--- config.mk ---
export PLATFORM = sky130hd
export DESIGN_NAME = bus_capture
export DESIGN_NICKNAME = d
export VERILOG_FILES = /design/src/rtl/bus_capture.sv
export SDC_FILE = /design/constraint.sdc
export NUM_CORES = 1
export LEC_CHECK = 0
export CAP_MARGIN = 20
export CORE_MARGIN = 8
export CORE_UTILIZATION = 30
export DETAILED_ROUTE_END_ITERATION = 10
export DONT_BUFFER_PORTS = 1
export PLACE_DENSITY_LB_ADDON = 0.25
export SLEW_MARGIN = 5
export SYNTH_ARGS = -nofsm -noshare
export SYNTH_HDL_FRONTEND = slang
export SYNTH_SLANG_ARGS = --single-unit
export TNS_END_PERCENT = 20
--- constraint.sdc ---
create_clock -name clk -period 2.2 [get_ports clk]
set_clock_uncertainty 0.05 [all_clocks]
set_input_delay 0.44 -clock clk [delete_from_list [all_inputs] [get_ports clk]]
set_output_delay 0.44 -clock clk [all_outputs]
set_load 0.02 [all_outputs]
--- src/rtl/bus_capture.sv ---
// rtl/bus_capture.sv - consumer side of the two-source tri-state bus: ownership tracking, per-source capture buffers, error flags
// Optional dead-time checking is enabled by defining BUS_CAPTURE_DEADTIME_CHECK_EN.
module bus_capture #(
    parameter int WIDTH    = 8,
    parameter int MIN_DEAD = 1
) (
    input  logic             clk,
    input  logic             rst,
    input  logic [1:0]       oe,
    input  logic [WIDTH-1:0] bus,
    output logic [WIDTH-1:0] a_data,
    output logic             a_valid,
    input  logic             a_ready,
    output logic [WIDTH-1:0] b_data,
    output logic             b_valid,
    input  logic             b_ready,
    output logic             contention,
    output logic             turnaround_err,
    output logic [1:0]       overrun,
    input  logic             clear_err
);

    typedef enum logic [1:0] {IDLE, OWN_A, OWN_B, CONTEND} state_t;

    state_t           state;
    logic [WIDTH-1:0] shadow_a;
    logic [WIDTH-1:0] shadow_b;
    logic             cap_a;
    logic             cap_b;
    logic             contend_set;
    logic             ovr_a;
    logic             ovr_b;

    always_comb begin
        cap_a       = 1'b0;
        cap_b       = 1'b0;
        contend_set = (oe == 2'b11);
        if (state == OWN_A && (oe == 2'b00 || oe == 2'b10)) cap_a = 1'b1;
        if (state == OWN_B && (oe == 2'b00 || oe == 2'b01)) cap_b = 1'b1;
        ovr_a = cap_a & a_valid & ~a_ready;
        ovr_b = cap_b & b_valid & ~b_ready;
    end

`ifdef BUS_CAPTURE_DEADTIME_CHECK_EN
    typedef enum logic [1:0] {NONE, LAST_A, LAST_B} owner_t;

    owner_t     last_owner;
    logic [3:0] dead_cnt;
    logic       dead_short;
    logic       turn_set;

    // dead_cnt counts idle-state off cycles; the off cycle that ended the
    // previous ownership is the "+1", so the total gap is compared.
    always_comb begin
        dead_short = (({1'b0, dead_cnt} + 5'd1) < 5'(MIN_DEAD));
        turn_set   = 1'b0;
        if (state == OWN_A && oe == 2'b10) turn_set = 1'b1;
        if (state == OWN_B && oe == 2'b01) turn_set = 1'b1;
        if (state == IDLE && oe == 2'b01 && last_owner == LAST_B && dead_short) turn_set = 1'b1;
        if (state == IDLE && oe == 2'b10 && last_owner == LAST_A && dead_short) turn_set = 1'b1;
    end
`else
    assign turnaround_err = 1'b0;
`endif

    always_ff @(posedge clk) begin
        if (rst) begin
            state      <= IDLE;
            shadow_a   <= '0;
            shadow_b   <= '0;
            a_data     <= '0;
            b_data     <= '0;
            a_valid    <= 1'b0;
            b_valid    <= 1'b0;
            contention <= 1'b0;
            overrun    <= 2'b00;
`ifdef BUS_CAPTURE_DEADTIME_CHECK_EN
            last_owner     <= NONE;
            dead_cnt       <= 4'd15;
            turnaround_err <= 1'b0;
`endif
        end else begin
            if (oe == 2'b01) shadow_a <= bus;
            if (oe == 2'b10) shadow_b <= bus;

            case (state)
                IDLE: begin
                    if (oe == 2'b01)      state <= OWN_A;
                    else if (oe == 2'b10) state <= OWN_B;
                    else if (oe == 2'b11) state <= CONTEND;
                end
                OWN_A: begin
                    if (oe == 2'b00)      state <= IDLE;
                    else if (oe == 2'b10) state <= OWN_B;
                    else if (oe == 2'b11) state <= CONTEND;
                end
                OWN_B: begin
                    if (oe == 2'b00)      state <= IDLE;
                    else if (oe == 2'b01) state <= OWN_A;
                    else if (oe == 2'b11) state <= CONTEND;
                end
                default: begin
                    if (oe == 2'b00) state <= IDLE;
                end
            endcase

            // A capture on the accept edge reloads the buffer and keeps it valid.
            if (cap_a) begin
                a_data  <= shadow_a;
                a_valid <= 1'b1;
            end else if (a_ready) begin
                a_valid <= 1'b0;
            end
            if (cap_b) begin
                b_data  <= shadow_b;
                b_valid <= 1'b1;
            end else if (b_ready) begin
                b_valid <= 1'b0;
            end

            contention <= contend_set | (contention & ~clear_err);
            overrun[0] <= ovr_a | (overrun[0] & ~clear_err);
            overrun[1] <= ovr_b | (overrun[1] & ~clear_err);

`ifdef BUS_CAPTURE_DEADTIME_CHECK_EN
            turnaround_err <= turn_set | (turnaround_err & ~clear_err);
            if (oe == 2'b00) begin
                if (state == IDLE) begin
                    if (dead_cnt != 4'd15) dead_cnt <= dead_cnt + 4'd1;
                end else begin
                    dead_cnt <= 4'd0;
                    case (state)
                        OWN_A:   last_owner <= LAST_A;
                        OWN_B:   last_owner <= LAST_B;
                        default: last_owner <= NONE;
                    endcase
                end
            end
`endif
        end
    end

endmodule

After elaboration in Yosys (flattened, before gate mapping)
Index checks and enable logic that the tools add are counted.
{"block": "op_classes", "n_eq_ne": 5, "mux": 14, "n_bitwise": 13, "reduce_logical": 9}
{"operator": "2-to-1 mux 2 bit", "n": 7}
{"operator": "bitwise AND 1 bit", "n": 7}
{"operator": "== test 2 bit (second input constant)", "n": 3}
{"operator": "2-to-1 mux 1 bit", "n": 6}
{"operator": "case mux 2 bit (3 select lines)", "n": 1}
{"operator": "== test 2 x 1 -> 1 bit (second input constant)", "n": 2}
{"operator": "zero test 2 bit", "n": 2}
{"operator": "nonzero test 2 bit", "n": 2}
{"operator": "nonzero test 4 bit", "n": 1}
{"operator": "NOT 1 bit", "n": 3}
{"operator": "OR 1 bit", "n": 3}
{"operator": "logical AND 1 bit", "n": 2}
{"operator": "logical OR 1 bit", "n": 2}
{"block": "totals", "register_bits": 39, "output_inout_bits": 22}

Depth between registers and ports, before layout
Gate-level depths: netlist of the first run.
{"block": "logic_depth", "ltp_word": 7, "ltp_mapped": 6, "ltp_nobuf": 5}

Worst setup path before layout of the first run
Ideal clock, no wire load.
{"block": "synth_path", "path_kind": "reg-to-reg", "start": "register state[0]", "end": "register state[0]", "setup_ns": 0.086, "arrival_time_ns": 1.306, "path_slack_ns": 0.757, "stages_incl_launch_ff": 6, "path_buffers": 0, "synth_period_minus_slack_ns": 1.443, "cell_sequence": "dfxtp_1 inv_1 ha_1 or2_1 o21bai_1 a221oi_2"}
{"block": "synth_between", "elab_chain_cells": 4, "word_cells_on_any_way": 11, "classes_between": "eq/ne (2); mux (7); reduce/logical (2)"}
{"element": "from (decl)", "line": "25", "text": "state_t state;"}
{"element": "from (signal assigned)", "line": "68", "text": "state <= IDLE;"}
{"element": "from (signal assigned)", "line": "88", "text": "if (oe == 2'b01) state <= OWN_A;"}
{"element": "from (signal assigned)", "line": "89", "text": "else if (oe == 2'b10) state <= OWN_B;"}
{"element": "2-to-1 mux 2 bit"}
{"element": "2-to-1 mux 2 bit (on tied branches) (2 in a row)"}
{"element": "case mux 2 bit (3 select lines)", "line": "86", "text": "case (state)"}
Several ways; a longest one is shown, not always the timed one.
A chain may end at the register's enable or synchronous reset.

Worst setup path in the final report of the first run
Ends and elaborated chain as after synthesis.

==> flow_metrics.env, run 1 <==
export IMPL_outcome="complete, no violations"
export IMPL_crit_buf_inv=1
export IMPL_htreeDepth=2
export IMPL_drt_iter0_drc=41
export IMPL_die_w_um=88.1
export IMPL_grt_pass1_wl_um=5410
export IMPL_clkTransAtPathRegs_ns=0.08
export IMPL_clockBufferDepth=2
export IMPL_dr_pass1_iters=3
export IMPL_grt_max_degree=40
export IMPL_core_area_um2=5070
export IMPL_routabilityCongestion=0.657
export IMPL_critPathMaxFanout=6
export IMPL_cts_hold_buf=0
export IMPL_antenna_found_initial=0
export IMPL_post_cts_setup_buffers=0
export IMPL_vias=1105
export IMPL_drive_gt1_share_pct=6.40
export IMPL_switching_share_pct=24.3
export IMPL_post_route_period_util_pct=71.2
export IMPL_yosysMostFrequentCell="nand2_1"
export IMPL_ys_top_cells_by_area="dfxtp_1, nand2_1, a21oi_1"
export IMPL_fmax_mhz=638
export IMPL_hold_viol=0
export IMPL_required_ns=2.35
export IMPL_area_delta_synth_final_pct=8.97
export IMPL_critPathCaptureType="flip-flop"
export IMPL_syn_cell_area_um2=1560
export IMPL_cts_resized=0
export IMPL_synth_cells=178
export IMPL_synth_edf_count=0
export IMPL_antenna_cells=0
export IMPL_io_buffers=0
export IMPL_setup_viol=0
export IMPL_synth_largest_area_cell="dfxtp_1"
export IMPL_cpMaxStageDelayCell="dfxtp_1"
export IMPL_row_count=26
export IMPL_initial_utilization_pct=30.8
export IMPL_p_int_mw=1.30
export IMPL_grt_pass1_vias=1104
export IMPL_p_seq_share_pct=45.3
export IMPL_holdWs_ns=0.157
export IMPL_wl_per_cell_um=13.9
export IMPL_p_leak_nw=0.628
export IMPL_cts_buffers=5
export IMPL_reg2reg_from="state[0]"
export IMPL_synth_fp_nets=197
export IMPL_crit_path_max_incr_delay_ns=0.36
export IMPL_power_switching_mw=0.417
export IMPL_dp_cells=234
export IMPL_grt_use_total_pct=9.12
export IMPL_die_area_um2=7770
export IMPL_pwr_share_comb_pct=13.7
export IMPL_period_needed_ns=1.57
export IMPL_ys_types=26
export IMPL_rsz0062_at_grt="false"
export IMPL_cp_top_family="compound AO/OA/AOI/OAI gates"
export IMPL_cts_tree="yes"
export IMPL_clockPowerShare_pct=41.0
export IMPL_critical_path_class="reg2reg"
export IMPL_arrival_ns=1.72
export IMPL_r2r_end="state[0]"
export IMPL_worstMarginPinSlew_ns=0.556
export IMPL_synth_seq_area_share_pct=50.0
export IMPL_crit_chain="inv_1 > ha_1 > or2_1 > o21bai_1 > a221oi_2"
export IMPL_syn_area_per_cell_um2=8.77
export IMPL_hold_depth=1
export IMPL_yosys_warnings=0
export IMPL_vdd_ir_drop_max_uv=403
export IMPL_grt_overflow_total=0
export IMPL_cts_num_sinks=39
export IMPL_die_h_um=88.1
export IMPL_dpl_hpwl_um=2430
export IMPL_totalWireLength_um=3370
export IMPL_cp_start_kind="flip-flop"
export IMPL_place_area_um2=1570
export IMPL_power_density_nw_per_um2=1010
export IMPL_io_pin_count=37
export IMPL_hp_class="in2reg"
export IMPL_hold_path_endpoint="shadow_a[7]"
export IMPL_ant_nets=0
export IMPL_synthTopCellsByCount="nand2_1, dfxtp_1, a21oi_1, nor2_1, mux2i_1"
export IMPL_finalNetCount=190
export IMPL_ys_seq_elements=39
export IMPL_hold_path_startpoint="rst"
export IMPL_finalMaxSlewViolations=0
export IMPL_ys_async_sr_fraction_pct=0
export IMPL_reg2reg_setup_slack_ns=0.63
export IMPL_fin_setup_tns_ns=0
export IMPL_slew_headroom_pct=62.9
export IMPL_fin_cells=242
export IMPL_r2r_cells=5
export IMPL_insertion_delay_ns=0.29
export IMPL_viasPerCell=4.57
export IMPL_drv_cap=0
export IMPL_route_detailed_drc=0
export IMPL_cts_root_buf="clkbuf_8"
export IMPL_stdcell_area_um2=1700
export IMPL_synthFlopType="dfxtp_1"
export IMPL_synth_top_area_share_pct=50.0
export IMPL_fillers=558
## power groups by stage
stage               logic, mW  clock network (mW)  registers, mW
floorplan               0.225                   0          0.790
finish                  0.235               0.703          0.778
CTS                     0.238               0.729          0.779
global route            0.274               0.757          0.783
global placement        0.241                   0          0.796
detailed placement      0.237                   0          0.797
## logic make-up (layout without fill, tap and decap cells)
family / Yosys count / count (layout) / synth area share, %
AOI/OAI and AO/OA: 36 / 36 / 14.4
adders and majority gates: 4 / 4 / 3.21
buffers and inverters: 18 / 12 / 6.09
DFF: 39 / 39 / 50.0
muxes: 10 / 10 / 7.05
other: 1 / 1 / 0.240
and+or+nand+nor: 70 / 70 / 19.0
## cell type report
cell class	count	area, um^2	area share, %
inverter	4	15.0	0.882
clock buffer	6	72.6	4.26
tap	70	87.6	5.15
clock inverter	2	60.1	3.53
multi-input combinational	121	686	40.3
sequential	39	781	45.9
## through the flow
step	total power [mW]	util, %	worst slack, ns
2_1_floorplan	1.01	-	0.757
3_3_place_gp	1.04	30.9	0.626
3_5_place_dp	1.03	30.9	0.611
4_1_cts	1.75	33.5	0.588
5_1_grt	1.81	33.5	0.439
6_report	1.72	33.5	0.634
## worst max path at each step
stage	end	cells after the start	slack (ns)	from
2_1_floorplan	state[0]	5	0.76	state[0]
5_1_grt	b_data[0]	5	0.44	state[0]
6_report	state[0]	5	0.63	state[0]
3_3_place_gp	state[0]	5	0.63	state[0]
3_5_place_dp	b_data[3]	5	0.61	state[0]
4_1_cts	b_data[3]	5	0.59	state[0]
## placed cells by master, fill, tap and decap left out, types with 2 or more instances in the layout
cell / count
a21oi_1: 26
a221oi_2: 2
bufinv_16: 2
clkbuf_8: 5
dfxtp_1: 39
ha_1: 4
inv_1: 4
mux2_4: 2
mux2i_1: 8
nand2_1: 48
nand2b_1: 6
nor2_1: 9
nor2b_1: 4
o211ai_1: 2
o2bb2ai_1: 2
o311ai_0: 2
## sequential cells by signal, summed over array words and instances, names as in the netlist, 2 cells and up
register and count:
shadow_a 8, state 2, b_data 8, a_data 8, overrun 2, shadow_b 8
## metal layers
metal  track usage [%]  up-vias  share of wire (%)  wire [um]
li1                  -      567                  -          -
met4              4.61        0                1.8         62
met2              13.6       29                 43       1440
met5                 0        -                  0          0
met3              5.53        7                 13        442
met1              9.94      502                 42       1420
(Power assumes the default switching activity.)
==> run 2: changes to the inputs <==
- clock period: 2.2 -> 1.44 ns (I/O delays scaled with it)
==> run 2 against run 1 <==
Non-clock buffer count increased by 15. Highest routed layer unchanged. Largest power group unchanged. The run now ends with negative setup slack left. Worst hold slack got worse by 0.14 ns. Sequential share of layout area decreased by 3.0 points.
==> flow_metrics.env, run 2 (same netlist as run 1, synthesis figures left out) <==
export IMPL_grt_use_total_pct=9.40
export IMPL_required_ns=1.58
export IMPL_fin_cells=256
export IMPL_htreeDepth=2
export IMPL_final_cell_mix="nand2_1, dfxtp_1, a21oi_1"
export IMPL_viasPerCell=4.59
export IMPL_utilization_pct=36.0
export IMPL_dr_pass1_iters=4
export IMPL_power_density_nw_per_um2=1370
export IMPL_die_area_um2=7770
export IMPL_r2r_cells=5
export IMPL_dpl_hpwl_um=2550
export IMPL_routabilityCongestion=0.709
export IMPL_cp_start_kind="flip-flop"
export IMPL_use_met1_pct=10.3
export IMPL_vdd_ir_drop_max_uv=612
export IMPL_insertion_delay_ns=0.29
export IMPL_finalMaxSlewViolations=0
export IMPL_grt_pass1_wl_um=5430
export IMPL_holdWs_ns=0.0154
export IMPL_wl_per_cell_um=14.7
export IMPL_io_buffers=0
export IMPL_drive_gt1_share_pct=17.2
export IMPL_totalWireLength_um=3750
export IMPL_r2r_end="state[0]"
export IMPL_drt_iter0_drc=79
export IMPL_worstMarginPinSlew_ns=0.525
export IMPL_fmax_mhz=672
export IMPL_ant_nets=0
export IMPL_drv_cap=0
export IMPL_grt_pass1_vias=1092
export IMPL_final_common_cell="nand2_1"
export IMPL_hp_class="in2reg"
export IMPL_core_area_um2=5070
export IMPL_cts_tree="yes"
export IMPL_regArea_um2=783
export IMPL_hold_depth=1
export IMPL_violations="negative setup slack"
export IMPL_die_h_um=88.1
export IMPL_place_area_um2=1670
export IMPL_grt_met2_usage_pct=14.2
export IMPL_use_met3_pct=5.91
export IMPL_period_needed_ns=1.49
export IMPL_finalNetCount=205
export IMPL_route_detailed_drc=0
export IMPL_initial_utilization_pct=30.8
export IMPL_dp_cells=245
export IMPL_reg2reg_setup_slack_ns=-0.05
export IMPL_slew_headroom_pct=64.9
export IMPL_arrival_ns=1.62
export IMPL_cts_num_sinks=39
export IMPL_crit_chain="inv_2 > ha_4 > or2_1 > o21bai_4 > a221oi_2"
export IMPL_crit_path_max_incr_delay_ns=0.34
export IMPL_grt_overflow_total=0
export IMPL_antenna_found_initial=0
export IMPL_critPathCaptureType="flip-flop"
export IMPL_critical_path_class="reg2reg"
export IMPL_setup_ws_ns=-0.0479
export IMPL_area_delta_synth_final_pct=16.9
export IMPL_cts_buffers=5
export IMPL_power_total_mw=2.51
export IMPL_clkTransAtPathRegs_ns=0.08
export IMPL_cp_top_family="compound AO/OA/AOI/OAI gates"
export IMPL_hold_path_startpoint="rst"
export IMPL_vias=1176
export IMPL_p_leak_nw=0.686
export IMPL_fillers=546
export IMPL_post_route_period_util_pct=103
export IMPL_busiest_layer="met2"
export IMPL_critPathMaxFanout=3
export IMPL_reg2reg_from="state[0]"
export IMPL_cpMaxStageDelayCell="dfxtp_2"
export IMPL_rsz0062_at_grt="true"
export IMPL_clockBufferDepth=2
export IMPL_multiInputGateArea_um2=724
export IMPL_hold_viol=0
export IMPL_outcome="finished with violations"
export IMPL_antenna_cells=0
export IMPL_grt_max_degree=40
export IMPL_row_count=26
export IMPL_stdcell_area_um2=1830
export IMPL_hold_path_endpoint="shadow_b[3]"
export IMPL_cts_root_buf="clkbuf_8"
export IMPL_crit_buf_inv=1
export IMPL_die_w_um=88.1
export IMPL_io_pin_count=37
export IMPL_setup_viol=2
## run 2: stage by stage
stage,setup WS [ns],TNS [ns]
after global routing,-0.114,-0.388
after CTS,-0.0579,-0.0727
after detailed placement,-0.107,-0.453
after global placement,-0.111,-0.335
final,-0.0479,-0.0638
after floorplan,0.000576,0
## run 2: power by group
group	internal (mW)	leakage, nW	switching, mW
logic	0.338	0.325	0.270
registers	1.14	0.318	0.0559
clock network	0.331	0.0440	0.373
total	1.81	0.686	0.699
## run 2: area by class of cell
type | count | area share, %
clock inverters | 2 | 0.754
well taps | 70 | 4.80
inverters | 4 | 0.822
repair buffers | 15 | 7.27
clock buffers | 5 | 3.77
flip-flops and latches | 39 | 42.9
multi-input cells | 121 | 39.7
## run 2: worst register-to-register path: cells and delay by family (launching register included)
kind / cells / cell delay, ns
AO/OA/AOI/OAI: 2 / 0.48
flip-flops: 1 / 0.34
AND/OR/NAND/NOR: 1 / 0.24
adder cells (fa/ha/maj): 1 / 0.20
buffers and inverters: 1 / 0.09
## run 2: what timing repair did
item                                    4_1_cts  5_1_grt
endpoints found under the setup margin       10        9
buffers inserted                              0        1
gates resized for setup                       6        5
endpoints found under the hold margin         1       13
hold buffers                                  1        2
pin swaps                                     2        4
## run 2: worst max path at each step
stage | to | cells past startpoint | slack, ns | start
6_report | state[0] | 5 | -0.05 | state[0]
5_1_grt | state[0] | 5 | -0.11 | state[0]
4_1_cts | state[0] | 5 | -0.06 | state[1]
3_5_place_dp | state[0] | 5 | -0.11 | state[1]
3_3_place_gp | state[0] | 5 | -0.11 | state[1]
2_1_floorplan | state[1] | 5 | 0.0006 | state[0]
## run 2: layer usage
metal | vias up | wire length [um]
met1 | 546 | 1550
met2 | 29 | 1720
met4 | 0 | 38
met3 | 5 | 445
met5 | - | 0
li1 | 596 | -
==> run 3: changes to the inputs <==
- SLEW_MARGIN: 5 -> not set
==> results of run 3 <==
Final layout, timing and power as in run 2 (identical DEF).
